## src/rtl/cb_pkg.sv

```systemverilog
// cb_pkg: shared types and sizing helpers for the parametrised connection/switch blocks
//   cb_state_t  : configuration state machine encoding
//   cb_clog2    : ceiling log2
//   cb_sel_w    : select width of a 2*FC-input mux (at least 1)
//   cb_cfg_bits : configuration chain length for n_ipin muxes
package cb_pkg;
   typedef enum logic [1:0] {UNCFG, LOADING, ACTIVE} cb_state_t;

   function automatic int cb_clog2(input int v);
      int r;
      r = 0;
      while ((1 << r) < v) r++;
      return r;
   endfunction

   function automatic int cb_sel_w(input int fc);
      return (cb_clog2(2 * fc) < 1) ? 1 : cb_clog2(2 * fc);
   endfunction

   function automatic int cb_cfg_bits(input int n_ipin, input int fc);
      return n_ipin * cb_sel_w(fc);
   endfunction
endpackage

```

## src/rtl/cb_ipin_mux.sv

```systemverilog
// cb_ipin_mux: 2*FC-input track selector for one grid input pin
//   sel   : mux select from the active configuration
//   en    : gates the pin to 0 while no configuration is applied
//   left  : left-side channel tracks
//   right : right-side channel tracks
//   pin   : grid pin drive
module cb_ipin_mux
   import cb_pkg::*;
#(
   parameter int CHAN_WIDTH = 4,
   parameter int FC         = 2,
   parameter int STRIDE     = 1,
   parameter int IDX        = 0,
   parameter int SEL_W      = cb_sel_w(FC)
) (
   input  logic [SEL_W-1:0]      sel,
   input  logic                  en,
   input  logic [CHAN_WIDTH-1:0] left,
   input  logic [CHAN_WIDTH-1:0] right,
   output logic                  pin
);
   // padded to a full power of two so unused selects read a hard 0
   logic [(1<<SEL_W)-1:0] cand;
   logic                  unused_tracks;

   for (genvar k = 0; k < (1 << SEL_W); k++) begin : g_cand
      if (k < FC) begin : g_l
         assign cand[k] = left[(IDX * STRIDE + k) % CHAN_WIDTH];
      end else if (k < 2 * FC) begin : g_r
         assign cand[k] = right[(IDX * STRIDE + k - FC) % CHAN_WIDTH];
      end else begin : g_z
         assign cand[k] = 1'b0;
      end
   end

   // only a window of each channel is visible to this pin
   assign unused_tracks = ^{left, right};
   assign pin = en & cand[sel];
endmodule

```

## src/rtl/cbx_param.sv

```systemverilog
// cbx_param: parametrised X-channel connection block with double-buffered configuration
//   prog_clk, prog_reset_n         : config clock, async active-low reset
//   cfg_en, ccff_head, cfg_commit  : serial shift enable/data, commit pulse
//   chanx_left_in/right_in         : channel tracks in
//   chanx_left_out/right_out       : straight-through tracks out
//   ipin_out                       : grid input pin drives
//   ccff_tail                      : serial config out
//   cfg_valid, cfg_busy, cfg_err   : configuration status
module cbx_param
   import cb_pkg::*;
#(
   parameter int CHAN_WIDTH = 4,
   parameter int NUM_IPIN   = 3,
   parameter int FC         = 2,
   parameter int STRIDE     = 1,
   parameter int STRICT_LEN = 0
) (
   input  logic                  prog_clk,
   input  logic                  prog_reset_n,
   input  logic                  cfg_en,
   input  logic                  ccff_head,
   input  logic                  cfg_commit,
   input  logic [CHAN_WIDTH-1:0] chanx_left_in,
   input  logic [CHAN_WIDTH-1:0] chanx_right_in,
   output logic [CHAN_WIDTH-1:0] chanx_left_out,
   output logic [CHAN_WIDTH-1:0] chanx_right_out,
   output logic [NUM_IPIN-1:0]   ipin_out,
   output logic                  ccff_tail,
   output logic                  cfg_valid,
   output logic                  cfg_busy,
   output logic                  cfg_err
);
   localparam int SEL_W    = cb_sel_w(FC);
   localparam int CFG_BITS = cb_cfg_bits(NUM_IPIN, FC);
   localparam int CNT_W    = cb_clog2(CFG_BITS + 2);
   localparam logic [CNT_W-1:0] CNT_FULL = CNT_W'(CFG_BITS);
   localparam logic [CNT_W-1:0] CNT_MAX  = CNT_W'(CFG_BITS + 1);

   cb_state_t           state, state_nxt;
   logic [CFG_BITS-1:0] shift, active;
   logic [CNT_W-1:0]    shift_cnt;
   logic                commit_ok, commit_bad;

   assign chanx_left_out  = chanx_right_in;
   assign chanx_right_out = chanx_left_in;
   assign ccff_tail       = shift[CFG_BITS-1];
   assign cfg_busy        = (state == LOADING);

   // a commit coinciding with a shift is always refused
   assign commit_ok  = cfg_commit & ~cfg_en & ((STRICT_LEN == 0) || (shift_cnt == CNT_FULL));
   assign commit_bad = cfg_commit & ~commit_ok;

   always_ff @(posedge prog_clk or negedge prog_reset_n) begin
      if (!prog_reset_n) begin
         state     <= UNCFG;
         shift     <= '0;
         active    <= '0;
         shift_cnt <= '0;
         cfg_valid <= 1'b0;
         cfg_err   <= 1'b0;
      end else begin
         state <= state_nxt;
         if (cfg_en) shift <= CFG_BITS'({shift, ccff_head});
         if (commit_ok) begin
            active    <= shift;
            cfg_valid <= 1'b1;
            cfg_err   <= 1'b0;
            shift_cnt <= '0;
         end else begin
            if (commit_bad) cfg_err <= 1'b1;
            if (cfg_en && shift_cnt != CNT_MAX) shift_cnt <= shift_cnt + 1'b1;
         end
      end
   end

   always_comb begin
      state_nxt = state;
      case (state)
         UNCFG:   state_nxt = commit_ok ? ACTIVE : cfg_en ? LOADING : UNCFG;
         LOADING: state_nxt = commit_ok ? ACTIVE : !commit_bad ? LOADING : cfg_valid ? ACTIVE : UNCFG;
         ACTIVE:  state_nxt = cfg_en ? LOADING : ACTIVE;
         default: state_nxt = UNCFG;
      endcase
   end

   for (genvar i = 0; i < NUM_IPIN; i++) begin : g_ipin
      cb_ipin_mux #(
         .CHAN_WIDTH(CHAN_WIDTH),
         .FC        (FC),
         .STRIDE    (STRIDE),
         .IDX       (i),
         .SEL_W     (SEL_W)
      ) u_mux (
         .sel  (active[i*SEL_W +: SEL_W]),
         .en   (cfg_valid),
         .left (chanx_left_in),
         .right(chanx_right_in),
         .pin  (ipin_out[i])
      );
   end
endmodule
```

## config.mk

```make
export PLATFORM = sky130hd
export DESIGN_NAME = cbx_param
export DESIGN_NICKNAME = d
export VERILOG_FILES = /design/src/rtl/cb_pkg.sv /design/src/rtl/cb_ipin_mux.sv /design/src/rtl/cbx_param.sv
export SDC_FILE = /design/constraint.sdc
export NUM_CORES = 1
export LEC_CHECK = 0
export ABC_CLOCK_PERIOD_IN_PS = 1700
export CAP_MARGIN = 0
export CORE_MARGIN = 10
export CORE_UTILIZATION = 49
export CTS_BUF_LIST = sky130_fd_sc_hd__clkbuf_8
export DETAILED_ROUTE_END_ITERATION = 10
export PLACE_DENSITY_LB_ADDON = 0.15
export SETUP_SLACK_MARGIN = 0.3
export SLEW_MARGIN = 0
export SYNTH_ARGS = -nofsm -noshare
export SYNTH_HDL_FRONTEND = slang
export SYNTH_HIERARCHICAL = 1
export SYNTH_SLANG_ARGS = --single-unit
export TNS_END_PERCENT = 100
```

## constraint.sdc

```tcl
create_clock -name prog_clk -period 1.7 [get_ports prog_clk]
set_input_delay 0.255 -clock prog_clk [delete_from_list [all_inputs] [get_ports prog_clk]]
set_output_delay 0.255 -clock prog_clk [all_outputs]
set_load 0.1 [all_outputs]
```

==> summary.md <==
| Metric | Value |
|---|---|
| R2R Setup Slk | `760 ps` |
| Dpl ws | `-173 ps` |
| Core Rows | `14` |
| Clock transition at the registers of the reported paths | `60 ps` |
| Die area | `0.00365 sq mm` |
| Vias in the first global route | `583` |
| Worst-Skew Late Latency | `250 ps` |
| Crit path max-delay family | `multiplexers` |
| Initial Util | `0.526` |
| Sequential area share after synthesis | `0.499` |
| All-layer global routing usage | `0.103` |
| WP buf/inv | `1` |
| Worst Path Arrival | `1460 ps` |
| Peak supply drop | `970 uV` |
| Mapped Area | `802 sq um` |
| Tot Pwr | `1.79 mW` |
| First-pass detailed-route iteration total | `4` |
| R2R cell count | `2` |
| CP max stage cell | `mux4_2` |
| #FFs+latches synth | `16` |
| Cells after Synth | `53` |
| Critical path fanouts, max | `2` |
| H-tree depth | `1` |
| CP Launch Type | `register` |
| Pleak | `0.596 nW` |
| Count of cell types in the netlist | `13` |
| First-pass GRT wire length | `2820 um` |
| I/O Pins | `28` |
| Core area | `0.00152 sq mm` |
| Worst slew pin tran | `312 ps` |
| GPL Wtd Cong | `0.665` |
| Status | `finished, violations left` |
| Critical-path cell list | `mux4_2, and2_4, buf_12` |
| Final Max Slew Viols | `0` |
| CTS max path bufs | `2` |
| Largest net degree at the start of global routing | `10` |
| # port buffers | `27` |
| Vias | `516` |
| Diodes inserted | `0` |
| Power density over cell area | `1390 mW/mm^2` |
| Worst min-delay path category | `input pin to asynchronous set/reset pin` |
| Mean post-synth cell area | `15.1 sq um` |
| Max_slew headroom | `0.792` |
| Post-route setup TNS | `-15.8 ps` |
| Fin Hold WS | `256 ps` |
| WL per Instance | `17.4 um` |
| Ys Warns | `6` |
| Grt ovf | `0` |
| CP peak stage delay | `510 ps` |
| Failing checks | `setup timing` |
| Routed vias/inst | `5.27` |
| Nets@finish | `96` |
| Die H | `60.5 um` |
| Final Cycle Share | `1.01` |
| CTS tree | `yes` |
| Initial antenna violation count | `0` |
| Required @ worst endpoint | `1440 ps` |
| Final Critical Period | `1710 ps` |
| Maxcap violations | `0` |
| Final hold viol count | `0` |
| Layout cell share with drive strength beyond 1 | `0.610` |
| Net Count, Synth | `66` |
| Routed Antenna Nets | `0` |
| Root buffer cell | `clkbuf_8` |
| DRC errors left | `0` |
| Critical Path Sink Type | `primary output` |
| Syn-to-layout area delta | `59.8%` |
| Worst setup margin | `-12.7 ps` |
| Die Wd | `60.5 um` |
| Final setup vio count | `2` |
| Total Wirelength | `1710 um` |
| Maximum clock rate | `0.584 GHz` |
| Starting DRC count in detailed routing | `6` |
| Num CTS Buffers | `3` |
| Clock sink total | `16` |
| R2R Path Start | `state[1]` |
| FF-to-FF End | `state[1]` |
| Clock skew | `4.07 ps` |
| RSZ-0062 raised after global routing | `yes` |
| Post-detail-place hpwl | `1390 um` |
| Worst Setup Path Type | `register to primary output` |
## cell type report
cell class / instances / area [sq um]
repair buffers: 35 / 470
flip-flops and latches: 16 / 402
multi-input cells: 27 / 334
fillers: 78 / 243
clock buffers: 4 / 55.1
well taps: 16 / 20.0
## kinds of logic (layout without fill, tap and decap cells)
kind of cell,count (synthesis),in the layout,synth area share
DFF,16,16,0.499
AOI/OAI and AO/OA,1,1,0.00936
muxes,17,17,0.309
buffers and inverters,10,39,0.103
and+or+nand+nor,9,9,0.0796
## synthesized netlist by cell type
master,number,area [sq um]
nand2b_4,1,13.8
o31ai_1,1,7.51
nand2b_1,1,6.26
nor2_1,1,3.75
nor2b_1,1,6.26
and2_1,4,25.0
mux2_4,6,90.1
mux2_2,8,90.1
buf_6,2,22.5
nand4b_1,1,8.76
buf_4,8,60.1
dfrtp_1,16,400
mux4_2,3,67.6
## timing repair
item	4_1_cts	5_1_grt
resized for setup	11	0
setup endpoints to repair	3	3
buffers inserted	2	0
hold buffers	0	0
pin swaps	2	0
## layout by cell type, fill, tap and decap left out, types with 3 or more instances in the layout
cell / n
mux2_2: 8
buf_12: 15
clkbuf_8: 4
buf_4: 8
mux4_2: 3
dfrtp_1: 15
clkdlybuf4s50_1: 4
mux2_4: 6
and2_4: 3
dlygate4sd2_1: 8
## metal layers
metal | share of wire | GRT usage | wire length (um) | vias to the layer above
met5 | 0 | 0 | 0 | -
met4 | 0.014 | 0.0502 | 24 | 0
met3 | 0.13 | 0.0668 | 225 | 3
met2 | 0.47 | 0.160 | 803 | 27
met1 | 0.38 | 0.107 | 656 | 251
li1 | - | - | - | 235
## registers in the layout (all words and copies together) (netlist names)
signal,flops
active,6
cfg_err,1
cfg_valid,1
shift,6
state,2
## worst max path at each step
stage / start / end / slack (ps) / cells past startpoint
3_3_place_gp: chanx_right_in[2] / ipin_out[1] / -140 / 4
4_1_cts: active[2] / ipin_out[1] / -30 / 3
2_1_floorplan: cfg_valid / ipin_out[0] / 190 / 1
6_report: active[2] / ipin_out[1] / -10 / 3
5_1_grt: active[2] / ipin_out[1] / -70 / 3
3_5_place_dp: chanx_left_in[1] / ipin_out[1] / -170 / 4
## through the flow
step                      std cells  utilization  area, sq um
after global placement           92        0.799         1220
after floorplan                  53            -          815
final                            98        0.841         1280
after CTS                        98        0.841         1280
after detailed placement         92        0.799         1220
after global routing             98        0.841         1280
## power breakdown
group | leakage [nW] | internal [mW] | switching (mW)
registers | 0.186 | 0.468 | 0.0764
clock network | 0.0288 | 0.205 | 0.128
logic | 0.381 | 0.414 | 0.493
total | 0.596 | 1.09 | 0.697
Power figures use the tool's default switching activity.
